**src/rtl/timekeeper_pkg.sv**
```systemverilog
// Shared types and constants for the timekeeper: FSM states, digit_sel codes
// and the per-position clamp limits used while entering a time.
package timekeeper_pkg;

    typedef enum logic [2:0] {
        RUN    = 3'd0,
        SET_HT = 3'd1,
        SET_HO = 3'd2,
        SET_MT = 3'd3,
        SET_MO = 3'd4,
        COMMIT = 3'd5
    } state_t;

    localparam logic [2:0] SEL_HT     = 3'd0;
    localparam logic [2:0] SEL_HO     = 3'd1;
    localparam logic [2:0] SEL_MT     = 3'd2;
    localparam logic [2:0] SEL_MO     = 3'd3;
    localparam logic [2:0] SEL_COMMIT = 3'd4;
    localparam logic [2:0] SEL_RUN    = 3'd7;

    localparam logic [3:0] HT_MAX_24     = 4'd2;
    localparam logic [3:0] HT_MAX_12     = 4'd1;
    localparam logic [3:0] HO_MAX_24_HT2 = 4'd3;
    localparam logic [3:0] HO_MAX_12_HT1 = 4'd2;
    localparam logic [3:0] HO_MAX        = 4'd9;
    localparam logic [3:0] MT_MAX        = 4'd5;
    localparam logic [3:0] MO_MAX        = 4'd9;

    // Every limit is <= 9, so non-BCD inputs collapse onto the limit too.
    function automatic logic [3:0] clamp_digit(input logic [3:0] v, input logic [3:0] mx);
        return (v > mx) ? mx : v;
    endfunction

endpackage

```
**src/rtl/tick_divider.sv**
```systemverilog
// Seconds prescaler: counts 0..TICKS_PER_SEC-1 while running, strobes on the
// wrap (sec_pulse) and at the half-second point (half_tick).
module tick_divider #(
    parameter int TICKS_PER_SEC = 50000000
) (
    input  logic clk,
    input  logic rst,
    input  logic run,
    input  logic clr,
    output logic sec_pulse,
    output logic half_tick
);

    localparam int CW = $clog2(TICKS_PER_SEC);
    localparam logic [CW-1:0] LAST = CW'(TICKS_PER_SEC - 1);
    localparam logic [CW-1:0] HALF = CW'(TICKS_PER_SEC / 2 - 1);

    logic [CW-1:0] count;

    // clr zeroes the count on the edge that leaves RUN so setup sees 0 at once.
    always_ff @(posedge clk) begin
        if (rst || !run || clr)  count <= '0;
        else if (count == LAST)  count <= '0;
        else                     count <= count + CW'(1);
    end

    assign sec_pulse = run && (count == LAST);
    assign half_tick = run && (count == HALF);

endmodule

```
**src/rtl/timekeeper_core.sv**
```systemverilog
// Digital clock core: BCD time of day with a digit-by-digit setup FSM,
// 12/24-hour modes and a display blink.
module timekeeper_core
    import timekeeper_pkg::*;
#(
    parameter int TICKS_PER_SEC = 50000000,
    parameter bit MODE_12H      = 1'b0
) (
    input  logic       clk,
    input  logic       rst,
    input  logic       set_req,
    input  logic [3:0] digit_val,
    input  logic       digit_load,
    output logic       setup_mode,
    output logic [2:0] digit_sel,
    output logic [3:0] hour_tens,
    output logic [3:0] hour_ones,
    output logic [3:0] min_tens,
    output logic [3:0] min_ones,
    output logic [3:0] sec_tens,
    output logic [3:0] sec_ones,
    output logic       pm,
    output logic       sec_pulse,
    output logic       blink
);

    localparam logic [3:0] RST_HT = MODE_12H ? 4'd1 : 4'd0;
    localparam logic [3:0] RST_HO = MODE_12H ? 4'd2 : 4'd0;
    localparam int BW = $clog2(TICKS_PER_SEC);
    localparam logic [BW-1:0] FREE_LAST = BW'(TICKS_PER_SEC / 2 - 1);

    state_t     state, state_next;
    logic [3:0] h_t, h_o, m_t, m_o, s_t, s_o;
    logic [3:0] t_ht, t_ho, t_mt, t_mo;
    logic [3:0] nh_t, nh_o, ho_max, ho_val;
    logic       pm_q, pm_flip, half_tick, running, blink_q, free_wrap;
    logic [BW-1:0] free_cnt;

    assign running = (state == RUN);

    tick_divider #(.TICKS_PER_SEC(TICKS_PER_SEC)) u_div (
        .clk      (clk),
        .rst      (rst),
        .run      (running),
        .clr      (running && set_req),
        .sec_pulse(sec_pulse),
        .half_tick(half_tick)
    );

    always_ff @(posedge clk) begin
        if (rst) state <= SET_HT;
        else     state <= state_next;
    end

    always_comb begin
        state_next = state;
        setup_mode = 1'b1;
        digit_sel  = SEL_RUN;
        case (state)
            RUN: begin
                setup_mode = 1'b0;
                if (set_req) state_next = SET_HT;
            end
            SET_HT: begin
                digit_sel = SEL_HT;
                if (digit_load) state_next = SET_HO;
            end
            SET_HO: begin
                digit_sel = SEL_HO;
                if (digit_load) state_next = SET_MT;
            end
            SET_MT: begin
                digit_sel = SEL_MT;
                if (digit_load) state_next = SET_MO;
            end
            SET_MO: begin
                digit_sel = SEL_MO;
                if (digit_load) state_next = COMMIT;
            end
            COMMIT: begin
                digit_sel  = SEL_COMMIT;
                state_next = RUN;
            end
            default: state_next = SET_HT;
        endcase
    end

    // The hour-ones limit depends on the tens digit already captured.
    always_comb begin
        ho_max = HO_MAX;
        if (!MODE_12H && t_ht == 4'd2) ho_max = HO_MAX_24_HT2;
        if (MODE_12H && t_ht == 4'd1)  ho_max = HO_MAX_12_HT1;
        ho_val = clamp_digit(digit_val, ho_max);
        if (MODE_12H && t_ht == 4'd0 && ho_val == 4'd0) ho_val = 4'd1;
    end

    always_ff @(posedge clk) begin
        if (rst) begin
            t_ht <= RST_HT;
            t_ho <= RST_HO;
            t_mt <= 4'd0;
            t_mo <= 4'd0;
        end else if (digit_load) begin
            case (state)
                SET_HT: t_ht <= clamp_digit(digit_val, MODE_12H ? HT_MAX_12 : HT_MAX_24);
                SET_HO: t_ho <= ho_val;
                SET_MT: t_mt <= clamp_digit(digit_val, MT_MAX);
                SET_MO: t_mo <= clamp_digit(digit_val, MO_MAX);
                default: ;
            endcase
        end
    end

    always_comb begin
        nh_t    = h_t;
        nh_o    = h_o + 4'd1;
        pm_flip = 1'b0;
        if (h_o == 4'd9) begin
            nh_t = h_t + 4'd1;
            nh_o = 4'd0;
        end
        if (!MODE_12H && h_t == 4'd2 && h_o == 4'd3) begin
            nh_t = 4'd0;
            nh_o = 4'd0;
        end
        if (MODE_12H && h_t == 4'd1 && h_o == 4'd2) begin
            nh_t = 4'd0;
            nh_o = 4'd1;
        end
        if (MODE_12H && h_t == 4'd1 && h_o == 4'd1) pm_flip = 1'b1;
    end

    always_ff @(posedge clk) begin
        if (rst) begin
            h_t <= RST_HT; h_o <= RST_HO; m_t <= 4'd0; m_o <= 4'd0;
            s_t <= 4'd0;   s_o <= 4'd0;   pm_q <= 1'b0;
        end else if (state == COMMIT) begin
            h_t <= t_ht; h_o <= t_ho; m_t <= t_mt; m_o <= t_mo;
            s_t <= 4'd0; s_o <= 4'd0; pm_q <= 1'b0;
        end else if (sec_pulse) begin
            if (s_o != 4'd9) s_o <= s_o + 4'd1;
            else begin
                s_o <= 4'd0;
                if (s_t != 4'd5) s_t <= s_t + 4'd1;
                else begin
                    s_t <= 4'd0;
                    if (m_o != 4'd9) m_o <= m_o + 4'd1;
                    else begin
                        m_o <= 4'd0;
                        if (m_t != 4'd5) m_t <= m_t + 4'd1;
                        else begin
                            m_t <= 4'd0;
                            h_t <= nh_t;
                            h_o <= nh_o;
                            if (pm_flip) pm_q <= ~pm_q;
                        end
                    end
                end
            end
        end
    end

    // Setup blinks from its own counter since the prescaler is parked at 0.
    assign free_wrap = (free_cnt == FREE_LAST);

    always_ff @(posedge clk) begin
        if (rst)            free_cnt <= '0;
        else if (free_wrap) free_cnt <= '0;
        else                free_cnt <= free_cnt + BW'(1);
    end

    always_ff @(posedge clk) begin
        if (rst) blink_q <= 1'b0;
        else if (running ? (half_tick || sec_pulse) : free_wrap) blink_q <= ~blink_q;
    end

    assign hour_tens = setup_mode ? t_ht : h_t;
    assign hour_ones = setup_mode ? t_ho : h_o;
    assign min_tens  = setup_mode ? t_mt : m_t;
    assign min_ones  = setup_mode ? t_mo : m_o;
    assign sec_tens  = setup_mode ? 4'd0 : s_t;
    assign sec_ones  = setup_mode ? 4'd0 : s_o;
    assign pm        = pm_q;
    assign blink     = blink_q;

endmodule

```
**config.mk**
```make
export PLATFORM = sky130hd
export DESIGN_NAME = timekeeper_core
export DESIGN_NICKNAME = d
export VERILOG_FILES = /design/src/rtl/timekeeper_pkg.sv /design/src/rtl/tick_divider.sv /design/src/rtl/timekeeper_core.sv
export SDC_FILE = /design/constraint.sdc
export NUM_CORES = 1
export LEC_CHECK = 0
export CELL_PAD_IN_SITES_DETAIL_PLACEMENT = 1
export CELL_PAD_IN_SITES_GLOBAL_PLACEMENT = 2
export CORE_UTILIZATION = 38
export DETAILED_ROUTE_END_ITERATION = 16
export GPL_TIMING_DRIVEN = 0
export HOLD_SLACK_MARGIN = 0.06
export PLACE_DENSITY_LB_ADDON = 0.1
export SLEW_MARGIN = 15
export SYNTH_ARGS = -nofsm -noshare
export SYNTH_HDL_FRONTEND = slang
export SYNTH_SLANG_ARGS = --single-unit
export TNS_END_PERCENT = 5
```
**constraint.sdc**
```tcl
create_clock -name clk -period 3.5 [get_ports clk]
set_input_delay 0.7 -clock clk [delete_from_list [all_inputs] [get_ports clk]]
set_output_delay 0.7 -clock clk [all_outputs]
set_load 0.05 [all_outputs]
```
After elaboration in Yosys (flattened, before gate mapping)
Cells that the tools add are included.

Register bits: 96. Latch bits: 0. Memory bits (writable): 0. Memory bits (read-only): 0. Output and inout bits: 31. Word-level logic and storage cells: 126. Memories: 0.

Add/subtract/negate cells: 8. $mul: 0. Div/mod/pow operators: 0. Magnitude comparators: 4. Equality and inequality tests: 25. Shift-type cells: 0. Multiplexer cells: 49. Bitwise gates (word level): 2. Reduce and logical (&&, ||, !) cells: 24.

Operators with widths (count): 4-bit 2-to-1 mux (40); 26-bit by 1-bit adder with 26-bit output, second input constant (2); 26-bit by 25-bit == test with 1-bit output, second input constant (2); 26-bit == test, second input constant (1); 4-bit by 1-bit adder with 4-bit output, second input constant (6); 2-bit != test, second input constant (9); 3-bit case mux with 6 select lines (1); 3-bit 2-to-1 mux (5); 3-bit case mux with 5 select lines (1); 4-bit by 2-bit == test with 1-bit output, second input constant (3); 2-bit AND reduction (5); 5-bit AND reduction (2); 4-bit by 3-bit != test with 1-bit output, second input constant (2); 4-bit != test, second input constant (2); 3-bit by 2-bit == test with 1-bit output, second input constant (2); 3-bit == test, second input constant (2); 6-bit AND reduction (1); 2-bit OR reduction (3); 4-bit == test, second input constant (1); 4-bit by 2-bit > comparator with 1-bit output, second input constant (1); 4-bit by 3-bit > comparator with 1-bit output, second input constant (1); 4-bit > comparator (1); 4-bit > comparator, second input constant (1); 1-bit logical AND (4); other kinds (10) (14).

Depth between registers and ports, before layout
Gate-level depths: netlist (run 1).

Word-level depth: 9. Mapped depth: 8. Mapped depth without buffers: 8.

By module
From an unflattened synthesis (run 1), not the netlist that was laid out.

Cell total of the unflattened synthesis: 607. Area, all modules: 5122.4 um2.

By module, submodules not included: timekeeper_core (times used 1, cells each 449, area an instance 3779.9 um2, sequential area each 1401.3 um2); tick_divider (times used 1, cells each 158, area an instance 1342.5 um2, sequential area each 520.5 um2).

Worst setup path after synthesis (run 1)
No wires, ideal clock.

Path kind: reg-to-output. Start: reg state[0]. End: out hour_ones[1]. Arrival time: 2.337 ns. Required time: 2.800 ns. Path slack: 0.463 ns. Cell stages (with the launch flop): 7. Path buffers: 3. Cells stage by stage: dfxtp_1 -> clkbuf_1 -> nor3_2 -> inv_1 -> clkbuf_1 -> clkbuf_1 -> o21ai_0.

Longest elaborated chain between the ends: 2.

Ends and longest elaborated chain: start: declaration (RTL line timekeeper_core.sv:32) `state_t state, state_next;`; start signal: assignment (RTL line timekeeper_core.sv:52) `else state <= state_next;`; 3-bit logical NOT (RTL line timekeeper_core.sv:59) `case (state)`; 4-bit 2-to-1 mux (RTL line timekeeper_core.sv:178) `assign hour_ones = setup_mode ? t_ho : h_o;`; end: declaration (RTL line timekeeper_core.sv:17) `output logic [3:0] hour_ones,`.

Every way passes these cells.

Worst setup path after layout (run 1)
Start: reg state[0]. End: out hour_tens[0].

Longest elaborated chain between the ends: 2.

Ends and longest elaborated chain: 3-bit logical NOT (RTL line timekeeper_core.sv:59); 4-bit 2-to-1 mux (RTL line timekeeper_core.sv:177) `assign hour_tens = setup_mode ? t_ht : h_t;`; end: declaration (RTL line timekeeper_core.sv:16) `output logic [3:0] hour_tens,`.

Every way passes these cells.

==> run_results.csv, run 1 <==
group,metric,value,unit
cells_and_area,insertedDiodeCount,0,
worst_setup_path,crit_required,2.80,ns
worst_setup_path,crit_top_cell,"clkbuf_2",
worst_setup_path,cp.arrival,2.63,ns
yosys,synth_seq_area_share,38.4,%
min_path,worstHoldStart,"free_cnt[0]$_SDFF_PP0_",
clock_tree,cts_made_buffers,9,
worst_setup_path,crit_path_cell_trace,"nor3_4 -> inv_1 -> clkbuf_2 -> clkbuf_2 -> o21ai_0 -> clkdlybuf4s15_1",
yosys,yosys.area.top_type_share,38.4,%
power,p_total,2.33,mW
sta,fin_worst_skew,0.00604,ns
worst_setup_path,crit_path_start_kind,"flip-flop",
job,max-cap-violations,0,
min_path,hold_class,"reg2reg",
cells_and_area,n_fill_cell,1616,
power,p_leak,2.10,nW
floorplanning,ios,39,
sta,clock.fmax,0.300,GHz
sta,period_share,95.3,%
place,place.gp.congestion,0.803,
sta,rsz0062_at_grt,"no",
power,p_switching,651,µW
yosys,syn_inst,624,
cells_and_area,final_area,5860,µm²
yosys,synth_cell_types,57,
routing,remaining_drc_errors,0,
yosys,synth_warnings,0,
routing,routed-via-count,4609,
power,pwr-share-clk,39.6,%
yosys,synthTopCellsByArea,"dfxtp_1 38%, nor2_1 6.7%, nand2_1 5.3%",
cells_and_area,nets,686,
sta,min_period,3.33,ns
clock_tree,cts_tree,"yes",
clock_tree,h-tree-depth,3,
global_routing,antenna_found_initial,0,
yosys,syn-num-nets,640,
yosys,synth_flop_cell,"dfxtp_1",
power,swShare,28.0,%
sta,timing.max_slew.rel_slack,29.3,%
clock_tree,cts_setup_buffers,0,
yosys,synth_seq_cells,96,
clock_tree,clkLatencyLatePin,0.35,ns
global_routing,grt_max_degree,15,
floorplanning,die_w,117,µm
yosys,synth_top_area_cell,"dfxtp_1",
floorplanning,die_area,13600,µm²
floorplanning,initial_core_util,39.3,%
place,io_buffers,36,
global_routing,grt_pass1_vias,4677,
worst_setup_path,critPathLaunch,"state[0]$_SDFFE_PP1P_",
floorplanning,die_h,117,µm
worst_setup_path,critPathKind,"reg2out",
clock_tree,clockBufferDepth,2,
cells_and_area,register_area,1920,µm²
routing,wirelength,14100,µm
worst_setup_path,crit_slowest_cell,"clkdlybuf4s15_1",
clock_tree,cts-root-buf,"clkbuf_16",
worst_setup_path,end_kind,"output port",
routing,viasPerCell,5.44,
yosys,netlist_top_cells_count,"96 x dfxtp_1, 89 x nor2_1, 71 x nand2_1",
status,status,"completed",
routing,drtAntennaViolNets,0,
sta,tightest_slew,1.05,ns
routing,wl_per_cell,16.7,µm
worst_setup_path,crit_path_max_incr_delay,0.53,ns
global_routing,grt_first_pass_wirelength,24000,µm
clock_tree,cts.sinks,96,
yosys,synth_most_common_cell,"dfxtp_1",
cells_and_area,multi_input_area,2900,µm²
clock_tree,clk_pin_slew_worst_paths,0.07,ns
routing,first_pass_iters,4,
clock_tree,hold_buffers,0,
power,internal_power,1.67,mW
cells_and_area,syn2layout_area_growth,17.1,%
power,seqPwrFrac,48.8,%
global_routing,grt_use_total,22.8,%
yosys,synth_edf_count,0,
place,placed_area,5590,µm²
sta,setup_viol,0,
yosys,syn_area,5010,µm²
power,vdd_drop_max,0.000269,V
yosys,async_reset_ff_share,0,%
power,combPwrFrac,11.7,%
worst_setup_path,cp_max_fo,10,
floorplanning,rows,41,
sta,maxSlewViolCount,0,
routing,drt_iter0_markers,138,
floorplanning,coreArea,12700,µm²
cells_and_area,final_layout_size_suffix_gt1_share,6.07,%
sta,hold_viol,0,
global_routing,grt_overflow,0,
worst_setup_path,r2r-start,"u_div.count[6]$_SDFF_PP0_",
yosys,synth.avg_cell_area,8.02,µm²
power,power.density,397,nW/µm²
place,dp_hpwl,10400,µm
layout make-up:
| type | count | share of cell area, % |
|---|---|---|
| multi-input combinational | 478 | 49.5 |
| sequential | 96 | 32.8 |
| timing repair buffer | 36 | 6.00 |
| clock buffer | 13 | 4.10 |
| tap | 172 | 3.67 |
| buffer | 27 | 2.20 |
| inverter | 22 | 1.41 |
| clock inverter | 3 | 0.320 |
final timing paths:
path	to	slack [ns]	cells after the start
worst min register to register	free_cnt[0]$_SDFF_PP0_	0.45	1
worst min-delay path	free_cnt[0]$_SDFF_PP0_	0.45	1
worst max-delay path	hour_tens[0]	0.17	6
worst max register to register	u_div.count[18]$_SDFF_PP0_	0.80	6
flip-flops by register name, summed over array words and instances, names as in the netlist:
register and cells:
u_div.count 26, h_o 4, m_o 4, h_t 4
t_mt 4, s_t 4, blink 1, s_o 4
m_t 4, t_mo 4, t_ho 4, t_ht 4
free_cnt 26, state 3
cells in the final DEF, fill, tap and decap left out, drive strengths merged, types with 9 or more instances in the layout:
cell	n
o21ai	25
nand4	19
nand2	71
and3	10
dfxtp	96
dlygate4sd2	12
xor2	30
clkbuf	34
nor3	19
nor2	89
clkdlybuf4s50	15
and4	9
nand3	28
or3	9
xnor2	23
inv	22
a21oi	27
cells by family after synthesis:
| group | count (synthesis) | synth area share [%] |
|---|---|---|
| compound gates | 91 | 11.7 |
| xor+xnor | 53 | 9.27 |
| fa+ha+maj | 8 | 2.00 |
| buf+inv | 50 | 4.22 |
| flops | 96 | 38.4 |
| mux | 8 | 1.72 |
| other cells | 1 | 0.0749 |
| simple gates | 317 | 32.6 |
routing by layer:
metal	track usage, %	wire length (µm)
met5	0	0
met4	7.76	221
met3	3.19	309
met2	39.7	6860
met1	29.1	6740
stage by stage:
step / setup slack, ns / util, % / hold WS (ns) / std cells / TNS (ns)
4_1_cts: -0.212 / 46.1 / 0.454 / 848 / -0.375
6_report: 0.166 / 46.1 / 0.445 / 847 / 0
2_1_floorplan: 0.463 / - / 0.413 / 624 / 0
3_3_place_gp: -0.402 / 43.9 / 0.423 / 832 / -4.14
3_5_place_dp: -0.508 / 43.9 / 0.444 / 832 / -5.48
5_1_grt: 0.0301 / 46.1 / 0.470 / 847 / 0
power groups by stage:
stage	logic, mW	registers, mW	clock network [mW]
final	0.271	1.13	0.920
after global routing	0.294	1.14	0.991
after CTS	0.280	1.13	0.948
after detailed placement	0.280	1.15	0
after global placement	0.275	1.15	0
after floorplan	0.185	1.15	0
critical path: cells and delay by family, from the launching register on:
kind / cells / cell delay (ns)
buffers and inverters: 4 / 1.25
flip-flops: 1 / 0.42
AND/OR/NAND/NOR: 1 / 0.41
AO/OA/AOI/OAI: 1 / 0.19
timing repair:
action | in CTS | in global routing
pin swaps | 0 | 1
resized for setup | 43 | 3
setup endpoints to repair | 21 | 20
Power figures use the tool's default switching activity.
==> run 2: changes to the inputs <==
- CORE_UTILIZATION: 38 -> 35
- clock period: 3.5 -> 3.8 ns (I/O delays scaled with it)
==> run 2 against run 1 <==
Compared with the run above: wire length rose by 2.4%; critical path depth rose by 2; setup slack got worse by 0.15 ns; total power fell by 5.1%; register-to-register slack improved by 0.07 ns.
==> run_results.csv, run 2 (synthesis gave the netlist of run 1 again) <==
group,metric,value,unit
status,status,"completed",
power,vdd_drop_max,0.000194,V
cells_and_area,multi_input_area,2900,µm²
sta,period_share,99.5,%
sta,fin_worst_skew,0.0117,ns
place,dp_hpwl,10800,µm
global_routing,grt_max_degree,15,
routing,first_pass_iters,4,
routing,remaining_drc_errors,0,
clock_tree,cts_tree,"yes",
global_routing,grt_overflow,0,
worst_setup_path,crit_path_cell_trace,"clkbuf_1 -> nor3_4 -> inv_1 -> clkbuf_2 -> clkbuf_2 -> nand2_1 -> nand2_1 -> clkdlybuf4s50_1",
worst_setup_path,reg2reg_depth,8,
job,max-cap-violations,0,
sta,min_period,3.78,ns
sta,setup_ws,0.0172,ns
routing,drtAntennaViolNets,0,
cells_and_area,syn2layout_area_growth,18.4,%
sta,setup_viol,0,
power,power.density,373,nW/µm²
global_routing,antenna_found_initial,0,
clock_tree,cts.sinks,96,
routing,wl_met2,7070,µm
sta,setup_tns,0,ns
clock_tree,cts-root-buf,"clkbuf_16",
floorplanning,ios,39,
cells_and_area,nets,687,
clock_tree,clockBufferDepth,2,
sta,rsz0062_at_grt,"yes",
worst_setup_path,crit_path_max_incr_delay,0.80,ns
clock_tree,h-tree-depth,3,
floorplanning,initial_core_util,35.9,%
worst_setup_path,r2r-start,"state[0]$_SDFFE_PP1P_",
sta,maxSlewViolCount,0,
floorplanning,rows,43,
worst_setup_path,critPathCapture,"hour_tens[1]",
clock_tree,cts_setup_buffers,0,
routing,routed-via-count,4648,
routing,drt_iter0_markers,221,
sta,whs,0.448,ns
cells_and_area,n_fill_cell,1704,
sta,tightest_slew,1.10,ns
worst_setup_path,cp.arrival,3.02,ns
cells_and_area,reg_top3,"free_cnt (26), u_div.count (26)",
global_routing,grt_use_total,20.7,%
clock_tree,clkLatencyLatePin,0.35,ns
place,placed_area,5600,µm²
cells_and_area,mostFrequentLayoutCells,"96 x dfxtp_1, 89 x nor2_1, 71 x nand2_1, 30 x xor2_1, 28 x nand3_1",
place,place.gp.congestion,0.807,
clock_tree,cts_resized,10,
sta,clock.fmax,0.264,GHz
cells_and_area,insertedDiodeCount,0,
cells_and_area,register_area,1920,µm²
routing,wl_per_cell,16.9,µm
clock_tree,cts_made_buffers,9,
worst_setup_path,critPathLaunch,"state[0]$_SDFFE_PP1P_",
global_routing,grt_pass1_vias,4585,
worst_setup_path,cp_max_fo,10,
sta,timing.max_slew.rel_slack,26.0,%
global_routing,grt_first_pass_wirelength,23800,µm
routing,wirelength,14500,µm
routing,top_layer_used,"met4",
cells_and_area,final_area,5930,µm²
clock_tree,hold_buffers,0,
floorplanning,die_w,122,µm
sta,hold_viol,0,
power,p_total,2.21,mW
power,p_leak,2.21,nW
floorplanning,coreArea,13900,µm²
floorplanning,die_area,14800,µm²
min_path,hold_class,"reg2reg",
worst_setup_path,end_kind,"output port",
routing,wl_met1,6800,µm
cells_and_area,final_layout_size_suffix_gt1_share,5.18,%
place,dp_slack,-0.172,ns
worst_setup_path,crit_path_start_kind,"flip-flop",
worst_setup_path,crit_slowest_cell,"clkdlybuf4s50_1",
routing,viasPerCell,5.43,
worst_setup_path,crit_required,3.04,ns
routing,routed-wl-met3,390,µm
worst_setup_path,reg2reg_slack,0.87,ns
cells_and_area,layout.cells.most_common,"dfxtp_1",
clock_tree,clk_pin_slew_worst_paths,0.07,ns
cells_and_area,final_util,42.5,%
worst_setup_path,r2r_end,"h_t[1]$_SDFFE_PP0P_",
worst_setup_path,critPathKind,"reg2out",
place,place_inst,840,
cells_and_area,final_cell_count_no_fill,856,
floorplanning,die_h,122,µm
place,io_buffers,36,
==> run 2: layout make-up <==
| cell class | instances | share of cell area (%) |
|---|---|---|
| buffer | 28 | 2.24 |
| clock inverter | 3 | 0.718 |
| inverter | 22 | 1.39 |
| sequential | 96 | 32.4 |
| clock buffer | 13 | 4.05 |
| tap | 180 | 3.80 |
| timing repair buffer | 36 | 6.38 |
| multi-input combinational | 478 | 49.0 |
==> run 2: routing by layer <==
metal	vias up	GRT usage [%]
met2	67	35.5
li1	2283	-
met4	0	6.94
met5	-	0
met1	2284	26.9
met3	14	2.48
==> run 2: power breakdown <==
group	switching (mW)	leakage [nW]	internal [mW]
sequential	0.0176	0.775	1.02
clock	0.397	0.134	0.511
combinational	0.181	1.31	0.0788
total	0.595	2.21	1.61
==> run 2: worst min path at each step <==
stage	to	slack (ns)	cells after the start	start
floorplan	free_cnt[0]$_SDFF_PP0_	0.41	1	free_cnt[0]$_SDFF_PP0_
global placement	free_cnt[0]$_SDFF_PP0_	0.42	1	free_cnt[0]$_SDFF_PP0_
detailed placement	free_cnt[0]$_SDFF_PP0_	0.44	1	free_cnt[0]$_SDFF_PP0_
CTS	free_cnt[0]$_SDFF_PP0_	0.45	1	free_cnt[0]$_SDFF_PP0_
global route	u_div.count[0]$_SDFF_PP0_	0.49	1	u_div.count[0]$_SDFF_PP0_
finish	free_cnt[0]$_SDFF_PP0_	0.45	1	free_cnt[0]$_SDFF_PP0_
==> run 2: critical path: cells and delay by family (launching register included) <==
kind | cells | cell delay (ns)
buffers and inverters | 5 | 2.04
DFF | 1 | 0.31
and+or+nand+nor | 3 | 0.33
==> RTL change 1: new RTL, settings of run 2 <==
Change the parameter `MODE_12H` from 1'b0 to 1'b1.
--- a/src/rtl/timekeeper_core.sv
+++ b/src/rtl/timekeeper_core.sv
@@ -6,3 +6,3 @@
     parameter int TICKS_PER_SEC = 50000000,
-    parameter bit MODE_12H      = 1'b0
+    parameter bit MODE_12H      = 1'b1
 ) (
Formal check against the unedited RTL: not equivalent (a bounded check fails within 4 cycles, from zero or initial values and one cycle with rst high).
==> RTL change 1 against run 2 <==
Non-clock buffer count up 8; setup slack improved by 0.051 ns; cell area rose by 0.89%; sequential share of layout area is essentially flat; area after synthesis rose by 1.6%; sequential cell count is 1 higher; critical endpoint is now sec_pulse; via count grew 1.6%; highest routed layer unchanged; power rose by 0.63%; largest power group unchanged; wire length up 0.11%.
==> RTL change 1: results (changes against run 2) <==
Layout
  – Top flop regs: free_cnt x26, u_div.count x26
  – Number of inserted diodes: 0 (unchanged)
  – Layout net count: 721 (+4.9%)
  – Layout cells sized above 1: 0.0436 (-0.00817)
  – Fillers: 1,737 (+1.9%)

Setup path
  – Critical path peak fanout: 6 (-4)
  – R2R setup slack: 0.61 ns (-0.26 ns)
  – RR Endpoint: u_div.count[8]$_SDFF_PP0_
  – CP delay by family, top: simple AND/OR/NAND/NOR gates
  – Slowest CP cell: or4_1
  – Slowest stage delay, CP: 0.57 ns (-0.23 ns)
  – Setup CP Type: flop to primary output
  – Reg2reg path depth: 7 (-1)
  – Crit path to: sec_pulse
  – Worst EP arrival: 2.97 ns (-0.05 ns)
  – RR Startpoint: u_div.count[9]$_SDFF_PP0_

Logic synthesis
  – Area share of fa/ha/maj cells after synthesis: 0.0172 (-0.00277)
  – Synth area leaders: dfxtp_1 (38%), nand2_1 (6.9%), nor2_1 (6.9%)
  – Top_reg_cell synth: dfxtp_1
  – Register area share after synthesis: 0.382 (-0.00201)
  – Distinct cell type count after synthesis: 56 (-1.8%)
  – Most frequent cells after synthesis: dfxtp_1 (97), nand2_1 (93), nor2_1 (93)
  – Post-Synth XOR/XNOR Area: 0.0947 (+0.00201)
  – Ys Warns: 0 (unchanged)
  – FFs w/ async S/R, synth: 0 (unchanged)
  – Mux cell area share after synthesis: 0.0140 (-0.00322)
  – Syn Nets: 674 (+5.3%)
  – Synth Area in Compound Gates: 0.110 (-0.00698)

Placed design
  – Detail Placement HPWL: 10,700 um (-0.47%)
  – PortBufs: 36 (unchanged)
  – Placed instance area: 5680 um^2 (+1.5%)
  – Post-Place Setup Slack: 0.119 ns (+0.290 ns)
  – Placer congestion estimate: 0.735 (-9.0%)

Min path
  – Worst hold path type: flop to flop

Detailed routing
  – Wl on met1: 7340 um (+8.0%)
  – Via count: 4,724 (+1.6%)
  – Top layer in use: met4
  – Met3 wire len: 413 um (+5.9%)
  – DRT Pass-1 Iters: 4 (unchanged)
  – Met2 WL: 6560 um (-7.3%)
  – Routed wire length: 14,500 um (+0.11%)
  – Violation count after the first detailed-routing iteration: 221 (unchanged)

Clock network
  – Skew-Pair Late Insertion Delay: 0.35 ns (about the same)
  – Reg clk slew, reported paths: 0.07 ns (about the same)
  – Max clock buf depth: 2 (unchanged)
  – CTS H-tree lvls: 3 (unchanged)
  – CTS buffer count: 9 (unchanged)
  – Clock root cell: clkbuf_16

Timing
  – Worst Skew: 0.00711 ns (-0.00463 ns)
  – Tmin final: 3.73 ns (-0.0515 ns)
  – Worst slew pin tran: 1.16 ns (+0.0537 ns)

Power and ir drop
  – VDD IR-drop max: 0.204 mV (+5.0%)
  – Leakage: 2.01 nW (-9.2%)
  – Internal power: 0.00158 W (-2.1%)

Run status
  – Outcome: finished clean

GRT
  – Initial antenna violation count: 0 (unchanged)
  – First-pass GRT wire length: 23,800 um (-0.23%)
  – Overall global routing resource usage: 0.203 (-0.00387)
  – Largest net degree at the start of global routing: 19 (+4)
[RTL change 1: worst min-delay path by stage]
stage / to / cells past startpoint / start
after floorplan: u_div.count[0]$_SDFF_PP0_ / 1 / u_div.count[0]$_SDFF_PP0_
after global placement: u_div.count[0]$_SDFF_PP0_ / 1 / u_div.count[0]$_SDFF_PP0_
after detailed placement: u_div.count[0]$_SDFF_PP0_ / 1 / u_div.count[0]$_SDFF_PP0_
after CTS: u_div.count[0]$_SDFF_PP0_ / 1 / u_div.count[0]$_SDFF_PP0_
after global routing: u_div.count[0]$_SDFF_PP0_ / 1 / u_div.count[0]$_SDFF_PP0_
final: u_div.count[0]$_SDFF_PP0_ / 1 / u_div.count[0]$_SDFF_PP0_
[RTL change 1: cell families (layout without fill, tap and decap cells)]
group	Yosys count	count (layout)
DFF	97	97
AOI/OAI and AO/OA	89	89
buffers and inverters	56	108
and+or+nand+nor	348	348
adders and majority gates	7	7
muxes	7	7
xor gates and xnor gates	55	55
[RTL change 1: power groups by stage]
stage                     clock, W  combinational, W  sequential [W]
after global placement           0          0.000276         0.00107
final                     0.000889          0.000281         0.00105
after floorplan                  0          0.000185         0.00107
after CTS                 0.000918          0.000284         0.00105
after global routing      0.000964          0.000308         0.00105
after detailed placement         0          0.000281         0.00107
[RTL change 1: what timing repair did]
item	in CTS	in global routing
resized for setup	5	2
setup endpoints to repair	19	8
buffers inserted	0	0
[RTL change 1: worst reg2reg max path: cells and delay by family (launching register included)]
kind,cells,cell delay [ns]
DFF,1,0.36
and+or+nand+nor,3,1.23
AOI/OAI and AO/OA,1,0.58
buffers and inverters,3,0.89
[RTL change 1: cell type report]
| cell class | count | area, um^2 | area share |
|---|---|---|---|
| timing repair buffer | 36 | 362 | 0.0605 |
| tap | 180 | 225 | 0.0377 |
| sequential | 97 | 1940 | 0.325 |
| multi-input combinational | 506 | 2940 | 0.492 |
| clock inverter | 7 | 61.3 | 0.0103 |
| inverter | 20 | 75.1 | 0.0126 |
| clock buffer | 9 | 225 | 0.0377 |
| buffer | 36 | 144 | 0.0241 |
[RTL change 1: per-layer routing]
layer | vias up | track usage
met2 | 54 | 0.322
met5 | - | 0
li1 | 2386 | -
met1 | 2273 | 0.278
met4 | 0 | 0.0572
met3 | 11 | 0.0414
[RTL change 1: through the flow]
| step | setup TNS, ns | hold slack [ns] | power, W | utilization | cells |
|---|---|---|---|---|---|
| finish | 0 | 0.452 | 0.00222 | 0.426 | 891 |
| CTS | 0 | 0.456 | 0.00225 | 0.425 | 891 |
| global placement | 0 | 0.432 | 0.00135 | 0.404 | 875 |
| floorplan | 0 | 0.418 | 0.00126 | - | 659 |
| detailed placement | 0 | 0.441 | 0.00136 | 0.405 | 875 |
| global route | -0.218 | 0.481 | 0.00233 | 0.426 | 891 |
==> RTL change 2: new RTL, settings of run 2 <==
Made on the original files. Register the outputs `hour_tens`, `hour_ones`, `min_tens`, `min_ones`, `sec_tens` and `sec_ones`, cleared by the reset; this adds one clock of latency there. The other outputs are not delayed to match.
--- a/src/rtl/timekeeper_core.sv
+++ b/src/rtl/timekeeper_core.sv
@@ -176,8 +176,19 @@
 
-    assign hour_tens = setup_mode ? t_ht : h_t;
-    assign hour_ones = setup_mode ? t_ho : h_o;
-    assign min_tens  = setup_mode ? t_mt : m_t;
-    assign min_ones  = setup_mode ? t_mo : m_o;
-    assign sec_tens  = setup_mode ? 4'd0 : s_t;
-    assign sec_ones  = setup_mode ? 4'd0 : s_o;
+    always_ff @(posedge clk) begin
+        if (rst) begin
+            hour_tens <= '0;
+            hour_ones <= '0;
+            min_tens  <= '0;
+            min_ones  <= '0;
+            sec_tens  <= '0;
+            sec_ones  <= '0;
+        end else begin
+            hour_tens <= setup_mode ? t_ht : h_t;
+            hour_ones <= setup_mode ? t_ho : h_o;
+            min_tens  <= setup_mode ? t_mt : m_t;
+            min_ones  <= setup_mode ? t_mo : m_o;
+            sec_tens  <= setup_mode ? 4'd0 : s_t;
+            sec_ones  <= setup_mode ? 4'd0 : s_o;
+        end
+    end
     assign pm        = pm_q;
Function: changed (a bounded check fails within 4 cycles, from zero or initial values and one cycle with rst high).
==> RTL change 2 against run 2 <==
Power up 41%; first-iteration DRC count fell by 21%; cell area increased by 15%; combinational power fell by 13%; wire length up 9.1%; area after synthesis up 12%; setup slack improved by 0.17 ns; clock skew is 0.0047 ns lower; sequential cell count rose by 24.
==> RTL change 2: results (changes against run 2) <==
Run status
  – Outcome: finished clean

Placed design
  – Placed instance area: 6240 um^2 (+12%)
  – Placer congestion estimate: 0.776 (-3.8%)
  – Post-Place Setup Slack: 0.556 ns (+0.727 ns)
  – Placed Cells incl. Taps: 918 (+9.3%)

Clock network
  – CTS H-tree lvls: 4 (+1)
  – CTS buffer count: 17 (+8)
  – Skew-Pair Late Insertion Delay: 0.42 ns (+0.07 ns)
  – Reg clk slew, reported paths: 0.05 ns (-0.02 ns)
  – Cts repair resizes: 0 (-10)

Layout
  – Final Non-Filler Cells: 949 (+11%)
  – Layout net count: 742 (+8.0%)
  – Layout cells sized above 1: 0.0691 (+0.0173)
  – Fillers: 1,889 (+11%)

Power and ir drop
  – VDD IR-drop max: 0.296 mV (+53%)
  – Leakage: 2.25 nW (+1.7%)

Logic synthesis
  – Distinct cell type count after synthesis: 66 (+16%)
  – Synth area leaders: dfxtp_1 (43%), xnor2_1 (5.9%), nand2_1 (5.3%)
  – Mean post-synth cell area: 8.37 um^2 (+4.4%)
  – Top cell type's share of synthesized area: 0.428 (+0.0436)
  – Register area share after synthesis: 0.428 (+0.0436)
  – Syn Nets: 687 (+7.3%)
  – Most frequent cells after synthesis: dfxtp_1 (120), nand2_1 (80), nor2_1 (78)

Setup path
  – RR Startpoint: u_div.count[0]$_SDFF_PP0_
  – Worst EP arrival: 2.85 ns (-0.17 ns)
  – Crit path launch: state[2]$_SDFFE_PP0P_

Min path
  – Min-delay src: u_div.count[0]$_SDFF_PP0_

Detailed routing
  – Via count: 4,924 (+5.9%)
  – Routed wire length: 15,800 um (+9.1%)
  – Violation count after the first detailed-routing iteration: 174 (-21%)

Timing
  – Worst Skew: 0.00702 ns (-0.00472 ns)
  – Worst slew pin tran: 0.707 ns (-0.395 ns)

GRT
  – First-pass GRT wire length: 26,100 um (+9.7%)
  – Overall global routing resource usage: 0.205 (-0.00197)
  – Largest net degree at the start of global routing: 17 (+2)
  – Number of global-route vias before repair: 5,029 (+9.7%)
## RTL change 2: cell count changes in the layout (fill, tap and decap cells not counted), sizes merged, moves of 5 or more
cell           change
nand2              +9
dlymetal6s2s      -10
nor2              -11
xor2              -17
nor4              +14
o21ai              -5
dfxtp             +24
clkdlybuf4s50     +16
a21oi             +11
dlygate4sd2        -6
clkbuf            +16
nor2b              -5
xnor2             +15
## RTL change 2: metrics by stage
| step | utilization | power (W) |
|---|---|---|
| finish | 0.443 | 0.00311 |
| floorplan | - | 0.00146 |
| global route | 0.443 | 0.00323 |
| CTS | 0.443 | 0.00314 |
| global placement | 0.405 | 0.00154 |
| detailed placement | 0.405 | 0.00154 |
## RTL change 2: critical path, stage by stage, from the launching register on
cell	delay, ns
dfxtp_1	0.46
nor3_4	0.11
inv_1	0.09
buf_2	0.26
buf_1	0.58
clkdlybuf4s50_1	0.93
## RTL change 2: final timing paths
check | end | slack [ns] | cells past startpoint
worst min-delay path | u_div.count[0]$_SDFF_PP0_ | 0.45 | 1
worst max register to register | h_t[0]$_SDFFE_PP0P_ | 1.35 | 6
worst max-delay path | setup_mode | 0.19 | 5
worst min register to register | u_div.count[0]$_SDFF_PP0_ | 0.45 | 1
## RTL change 2: cell type report
| class | count | area share |
|---|---|---|
| multi-input combinational | 494 | 0.439 |
| inverter | 25 | 0.0137 |
| clock inverter | 7 | 0.00952 |
| timing repair buffer | 36 | 0.0527 |
| buffer | 32 | 0.0189 |
| tap | 211 | 0.0386 |
| sequential | 120 | 0.351 |
| clock buffer | 24 | 0.0763 |
## RTL change 2: per-layer routing
| metal | share of wire | routed length [um] | up-vias | track usage |
|---|---|---|---|---|
| li1 | - | - | 2471 | - |
| met1 | 0.48 | 7570 | 2384 | 0.259 |
| met2 | 0.48 | 7610 | 54 | 0.346 |
| met3 | 0.026 | 408 | 15 | 0.0437 |
| met4 | 0.012 | 189 | 0 | 0.0720 |
| met5 | 0 | 0 | - | 0 |
## RTL change 2: kinds of logic (layout without fill, tap and decap cells)
| kind of cell | count (synthesis) | in the layout | synth area share |
|---|---|---|---|
| AOI/OAI and AO/OA | 100 | 100 | 0.110 |
| other | 1 | 1 | 0.000667 |
| DFF | 120 | 120 | 0.428 |
| buffers and inverters | 57 | 124 | 0.0396 |
| xor gates and xnor gates | 51 | 51 | 0.0795 |
| adders and majority gates | 8 | 8 | 0.0178 |
| and+or+nand+nor | 327 | 327 | 0.312 |
| muxes | 7 | 7 | 0.0129 |
## RTL change 2: where the power goes
group / total (W) / internal, W / switching, W
clock network: 0.00159 / 0.00101 / 0.000579
logic: 0.000225 / 0.0000677 / 0.000157
registers: 0.00129 / 0.00128 / 0.0000149
total: 0.00311 / 0.00236 / 0.000751
